<file path="config.mk">
export PLATFORM = sky130hd
export DESIGN_NAME = mux_tree_pipe
export DESIGN_NICKNAME = d
export VERILOG_FILES = /design/src/rtl/mux_tree_pkg.sv /design/src/rtl/mux_tree_pipe_mux4_stage.sv /design/src/rtl/mux_tree_pipe.sv
export SDC_FILE = /design/constraint.sdc
export NUM_CORES = 1
export LEC_CHECK = 0
export BUFFER_PORTS_ARGS = -buffer_cell sky130_fd_sc_hd__buf_2
export CAP_MARGIN = 20
export CORE_AREA = 3 3 47 49
export DETAILED_ROUTE_END_ITERATION = 10
export DIE_AREA = 0 0 50 52
export PLACE_DENSITY = 0.72
export SLEW_MARGIN = 20
export SYNTH_ARGS = -nofsm -noshare
export SYNTH_HDL_FRONTEND = slang
export SYNTH_HIERARCHICAL = 1
export SYNTH_SLANG_ARGS = --single-unit
</file>
<file path="constraint.sdc">
create_clock -name clk -period 1.75 [get_ports clk]
set_input_delay 0.175 -clock clk [delete_from_list [all_inputs] [get_ports clk]]
set_output_delay 0.175 -clock clk [all_outputs]
set_load 0.02 [all_outputs]
</file>
<file path="src/rtl/mux_tree_pkg.sv">
// Shared constants and elaboration helpers for the pipelined radix-4 mux tree.
package mux_tree_pkg;

    localparam int RADIX = 4;

    // Number of radix-4 levels needed to reduce n channels to one.
    function automatic int clog4(input int n);
        int d;
        int v;
        d = 0;
        v = n;
        while (v > 1) begin
            v = v / RADIX;
            d++;
        end
        return d;
    endfunction

    function automatic bit is_pow4(input int n);
        int v;
        v = n;
        if (v < RADIX) return 1'b0;
        while (v > 1) begin
            if ((v % RADIX) != 0) return 1'b0;
            v = v / RADIX;
        end
        return 1'b1;
    endfunction

endpackage

</file>
<file path="src/rtl/mux_tree_pipe_mux4_stage.sv">
// Registered 4:1 mux slice with valid pass-through; one tree node.
module mux4_stage
    import mux_tree_pkg::*;
#(
    parameter int WIDTH = 1
) (
    input  logic                   clk,
    input  logic                   rst,
    input  logic [RADIX*WIDTH-1:0] d,
    input  logic [1:0]             s,
    input  logic                   vin,
    output logic [WIDTH-1:0]       q,
    output logic                   vout
);

    always_ff @(posedge clk) begin
        if (rst) begin
            q    <= '0;
            vout <= 1'b0;
        end else begin
            q    <= d[s*WIDTH +: WIDTH];
            vout <= vin;
        end
    end

endmodule

</file>
<file path="src/rtl/mux_tree_pipe.sv">
// Pipelined NUM_CH:1 radix-4 mux tree with valid tracking and auto-scan select.
// Build option MUX_TREE_HOLD_EN: y/y_sel hold their last valid values instead of reading 0.
module mux_tree_pipe
    import mux_tree_pkg::*;
#(
    parameter  int NUM_CH = 16,
    parameter  int WIDTH  = 1,
    localparam int SEL_W  = $clog2(NUM_CH),
    localparam int LEVELS = clog4(NUM_CH)
) (
    input  logic                    clk,
    input  logic                    rst,
    input  logic [NUM_CH*WIDTH-1:0] data,
    input  logic [SEL_W-1:0]        sel,
    input  logic                    in_valid,
    input  logic                    scan_en,
    output logic [WIDTH-1:0]        y,
    output logic [SEL_W-1:0]        y_sel,
    output logic                    out_valid
);

    if (!is_pow4(NUM_CH)) begin : g_bad_num_ch
        $error("mux_tree_pipe: NUM_CH must be 4, 16, 64 or 256");
    end

    logic [SEL_W-1:0] scan_cnt;
    logic [SEL_W-1:0] eff_sel;

    assign eff_sel = scan_en ? scan_cnt : sel;

    // NUM_CH is a power of two, so natural overflow gives the wrap to 0.
    always_ff @(posedge clk) begin
        if (rst)
            scan_cnt <= '0;
        else if (scan_en && in_valid)
            scan_cnt <= scan_cnt + SEL_W'(1);
    end

    for (genvar k = 1; k <= LEVELS; k++) begin : g_lvl
        localparam int N_OUT = NUM_CH >> (2*k);

        logic [RADIX*N_OUT*WIDTH-1:0] d_src;
        logic [N_OUT*WIDTH-1:0]       d_q;
        logic [SEL_W-1:0]             idx_src;
        logic [SEL_W-1:0]             idx_q;
        logic                         v_src;
        logic [N_OUT-1:0]             v_q;

        if (k == 1) begin : g_first
            assign d_src   = data;
            assign idx_src = eff_sel;
            assign v_src   = in_valid;
        end else begin : g_next
            assign d_src   = g_lvl[k-1].d_q;
            assign idx_src = g_lvl[k-1].idx_q;
            // every node in a level carries the same valid; AND keeps all of them live
            assign v_src   = &g_lvl[k-1].v_q;
        end

        for (genvar j = 0; j < N_OUT; j++) begin : g_mux
            mux4_stage #(.WIDTH(WIDTH)) u_mux (
                .clk  (clk),
                .rst  (rst),
                .d    (d_src[j*RADIX*WIDTH +: RADIX*WIDTH]),
                .s    (idx_src[2*k-1 -: 2]),
                .vin  (v_src),
                .q    (d_q[j*WIDTH +: WIDTH]),
                .vout (v_q[j])
            );
        end

        always_ff @(posedge clk) begin
            if (rst)
                idx_q <= '0;
            else
                idx_q <= idx_src;
        end
    end

    logic [WIDTH-1:0] y_raw;
    logic [SEL_W-1:0] sel_raw;

    assign y_raw     = g_lvl[LEVELS].d_q;
    assign sel_raw   = g_lvl[LEVELS].idx_q;
    assign out_valid = &g_lvl[LEVELS].v_q;

`ifdef MUX_TREE_HOLD_EN
    logic [WIDTH-1:0] y_hold;
    logic [SEL_W-1:0] sel_hold;

    always_ff @(posedge clk) begin
        if (rst) begin
            y_hold   <= '0;
            sel_hold <= '0;
        end else if (out_valid) begin
            y_hold   <= y_raw;
            sel_hold <= sel_raw;
        end
    end

    assign y     = out_valid ? y_raw   : y_hold;
    assign y_sel = out_valid ? sel_raw : sel_hold;
`else
    assign y     = out_valid ? y_raw   : '0;
    assign y_sel = out_valid ? sel_raw : '0;
`endif

endmodule

</file>
==> results list <==
- Count of antenna diodes in the layout: 0
* Setup TNS Final: 0 ns
- Unrepaired setup endpoints after global routing: false
- The number of different library cells used by synthesis comes to 19.
* Hold buffers post-CTS: 0
- Portion of synthesized cell area occupied by the leading cell type: 0.498
* Total placed instance area: 1060 um2
- In the routed design, unresolved DRC markers number 0.
* Routed wirelength normalized by instance count: roughly 12 um
* CP Data Required Time: 1.94 ns
- CTS buffer count: 3
* Source-to-sink clock delay at the later pin of the worst-skew pair: around 0.30 ns
- Element type at the critical path end: flop
* Max-cap violations: 0
- Overall via count from detail_route: 592
- The worst register-to-register path begins at scan_cnt[0]$_SDFFE_PP0P_.
* Async SR Flop Fraction: 0
- Fraction of layout instances using a drive strength above 1: 0.456
* Max FO, Critical Path: 5
* Final setup viols: 0
- Synthesis produced a netlist whose cell count is 71.
- Clock-pin slew was measured on the worst setup and hold paths at 0.12 ns.
* Hold endpoint: g_lvl[1].idx_q[2]$_SDFF_PP0_
- DRT iter0 DRCs: 2
- Via count of the first global-routing pass: around 590
- Between clock sinks in the finished design, the worst skew comes to between 0.003 and 0.004 ns.
- Yosys mapped a number of flops with a built-in enable equal to 0.
- 30 I/O pins were placed.
- Final Util: 0.583
- FF-to-FF path depth: 3
- Final Hold Violating Endpoints: 0
- Largest delay contributor family on the critical path: multiplexers
* Total global routing overflow: 0
* Endpoint of the lowest-slack register-to-register path: g_lvl[1].g_mux[0].u_mux/q$_SDFF_PP0_
* Power per standard cell area: 933 nW/um2
- Placer congestion estimate: 0.714
- VDD sags by at most 0.484 mV.
- Post-CTS repair changed the size of 0 cells.
- The analysis attributes to cell leakage a power of 0.502 nW.
- Avg Cell Area, Syn: 12.5 um2
- Die X-Extent: 50 um
- Wire length of the first global-routing pass: roughly 2.5 mm
- The worst hold path begins at sel[2].
* Synth Warn #: 6
- TritonCTS built the clock tree.
- The commonest cells after synthesis are sky130_fd_sc_hd__dfxtp_1, sky130_fd_sc_hd__nor2b_1, sky130_fd_sc_hd__and2_1, sky130_fd_sc_hd__mux4_2, sky130_fd_sc_hd__nor2b_4.
- Clk Tree Root Cell: sky130_fd_sc_hd__clkbuf_4
- After floorplanning, the core was sized to cover 1900 um2.
* Sort of element at the start of the critical path: flop
- Clock period minus worst slack: approximately 1.4 ns
- Number of nets at the end of the flow: 129
* Top cells by area, synth: sky130_fd_sc_hd__dfxtp_1, sky130_fd_sc_hd__mux4_2, sky130_fd_sc_hd__nor2b_1
* Register bit total from synthesis: 22
* Number of buffer and inverter instances along the worst setup path: 0
* Chip height: 52 um
* Post-synth top flop: sky130_fd_sc_hd__dfxtp_1
- The run finished with clean final reports.
- After floorplanning, the core was divided into 16 placement rows.
- The critical path is of the reg -> reg type.
- The detail route stage leaves a number of antenna-violating nets equal to 0.
- Count of pins over their slew limit: 0
* Final standard cell area without fillers: 1110 um2
- The initial utilization of the core area, before any placement, comes to 0.465.
* Setup slack of the critical path after layout: 0.316 ns
- Number of port buffers: 29
- First-pass DRT Iterations: 3
- Setup repair bufs after CTS: 0
- The worst hold path passes through 3 cells.
- For flop-to-flop paths, the worst setup slack is 0.32 ns.
- The HPWL after detailed placement is between 1 and 1.5 mm.
- Post-Place Cells: 126
- Highest achievable clock rate: 0.697 GHz
- Number of H-tree levels: 1
* Remaining max-slew budget at the tightest pin: 0.648
- No sink is reached through more buffers than the 2 on the longest clock path.
- Path class of the lowest-slack min-delay path: in -> reg
- Floorplan die area: 2600 um2
- The share of the Yosys chip area taken by registers is 0.498.
* Arrival time of the worst setup path: 1.63 ns
* Worst slew pin tran: approximately 0.53 ns
- Initial antenna violation count: 0
- Largest stage delay on the critical path: between 0.5 and 0.6 ns
- Synthesis produced a netlist with a net count of 96.
- The clock drives 22 sinks.
- The mapped netlist covers around 880 um2.
* Hold slack: 0.125 ns
- Cell-by-cell trace of the critical path: mux2_2 -> mux4_2 -> nor2b_4
* Average via count per standard cell: 4.55
- Top-count cell post-synth: sky130_fd_sc_hd__dfxtp_1
* Largest net degree at the start of global routing: 23
- Cell taking the most area after synthesis: sky130_fd_sc_hd__dfxtp_1
- Prior to clock tree synthesis, the placed netlist has a worst setup slack of 0.322 ns.
- From synthesis to final layout, the design area changed by 25.3%.
* Non-Filler Instances: 130
* Final Routed Wirelength: roughly 1.5 mm
* Global router's overall resource usage: 0.130
* Total power: 1.03 mW
- Of the available clock period, the critical path in the final layout requires 0.819.
* Slowest cell on crit path: sky130_fd_sc_hd__mux4_2
[layout by cell type, fill, tap and decap left out, types with 2 or more instances in the layout]
| cell | netlist | final |
|---|---|---|
| sky130_fd_sc_hd__a21oi_1 | 2 | 2 |
| sky130_fd_sc_hd__and2_1 | 5 | 5 |
| sky130_fd_sc_hd__buf_2 | 0 | 29 |
| sky130_fd_sc_hd__clkbuf_4 | 0 | 3 |
| sky130_fd_sc_hd__dfxtp_1 | 22 | 22 |
| sky130_fd_sc_hd__mux2_2 | 2 | 2 |
| sky130_fd_sc_hd__mux2i_1 | 2 | 2 |
| sky130_fd_sc_hd__mux4_2 | 5 | 5 |
| sky130_fd_sc_hd__nand3_1 | 3 | 3 |
| sky130_fd_sc_hd__nor2_1 | 4 | 4 |
| sky130_fd_sc_hd__nor2b_1 | 11 | 11 |
| sky130_fd_sc_hd__nor2b_4 | 5 | 5 |
| sky130_fd_sc_hd__xor2_1 | 2 | 2 |
[kinds of logic (layout without fill, tap and decap cells)]
logic type,count (synthesis),after routing,synth area share
adders and majority gates,1,1,0.0141
muxes,9,9,0.175
and+or+nand+nor,32,32,0.259
buffers and inverters,2,34,0.0170
DFF,22,22,0.498
xor gates and xnor gates,2,2,0.0198
AOI/OAI and AO/OA,3,3,0.0170
[worst max path at each step]
stage | slack [ns] | startpoint | cells after the start | to
4_1_cts | 0.30 | scan_cnt[0]$_SDFFE_PP0P_ | 3 | g_lvl[1].g_mux[0].u_mux/q$_SDFF_PP0_
6_report | 0.32 | scan_cnt[0]$_SDFFE_PP0P_ | 3 | g_lvl[1].g_mux[0].u_mux/q$_SDFF_PP0_
3_5_place_dp | 0.32 | scan_cnt[0]$_SDFFE_PP0P_ | 3 | g_lvl[1].g_mux[0].u_mux/q$_SDFF_PP0_
3_3_place_gp | 0.34 | scan_cnt[0]$_SDFFE_PP0P_ | 3 | g_lvl[1].g_mux[0].u_mux/q$_SDFF_PP0_
2_1_floorplan | 0.41 | scan_en | 4 | g_lvl[1].g_mux[0].u_mux/q$_SDFF_PP0_
5_1_grt | 0.24 | scan_cnt[0]$_SDFFE_PP0P_ | 3 | g_lvl[1].g_mux[0].u_mux/q$_SDFF_PP0_
[power breakdown]
part	internal [mW]	switching [mW]	leakage, nW	total, mW
registers	0.526	0.00910	0.181	0.535
clock network	0.231	0.147	0.0279	0.379
logic	0.0757	0.0451	0.293	0.121
[metal layers]
layer  global-route usage  wire (um)  share of wire
met5                    0          0              0
met4               0.0553          0              0
met3               0.0258         58          0.038
met2                0.215        830           0.55
met1                0.163        623           0.41
[final cells by class]
| cell class | instances | area, um2 |
|---|---|---|
| fillers | 171 | 793 |
| clock buffers | 3 | 22.5 |
| well taps | 27 | 33.8 |
| repair buffers | 30 | 153 |
| multi-input cells | 47 | 429 |
| flip-flops and latches | 22 | 440 |
| clock inverters | 1 | 30.0 |
[sequential cells by signal, summed over array words and instances, names as in the netlist]
register and count:
g_lvl.idx_q 8, g_lvl.g_mux.u_mux/q 5, g_lvl.g_mux.u_mux/vout 5, scan_cnt 4
[worst reg2reg max path: cells and delay by family (launching register included)]
family           cells  cell delay [ns]
muxes                2             0.80
DFF                  1             0.40
and+or+nand+nor      1             0.14
Note: power is estimated with default switching activity, not from simulation.
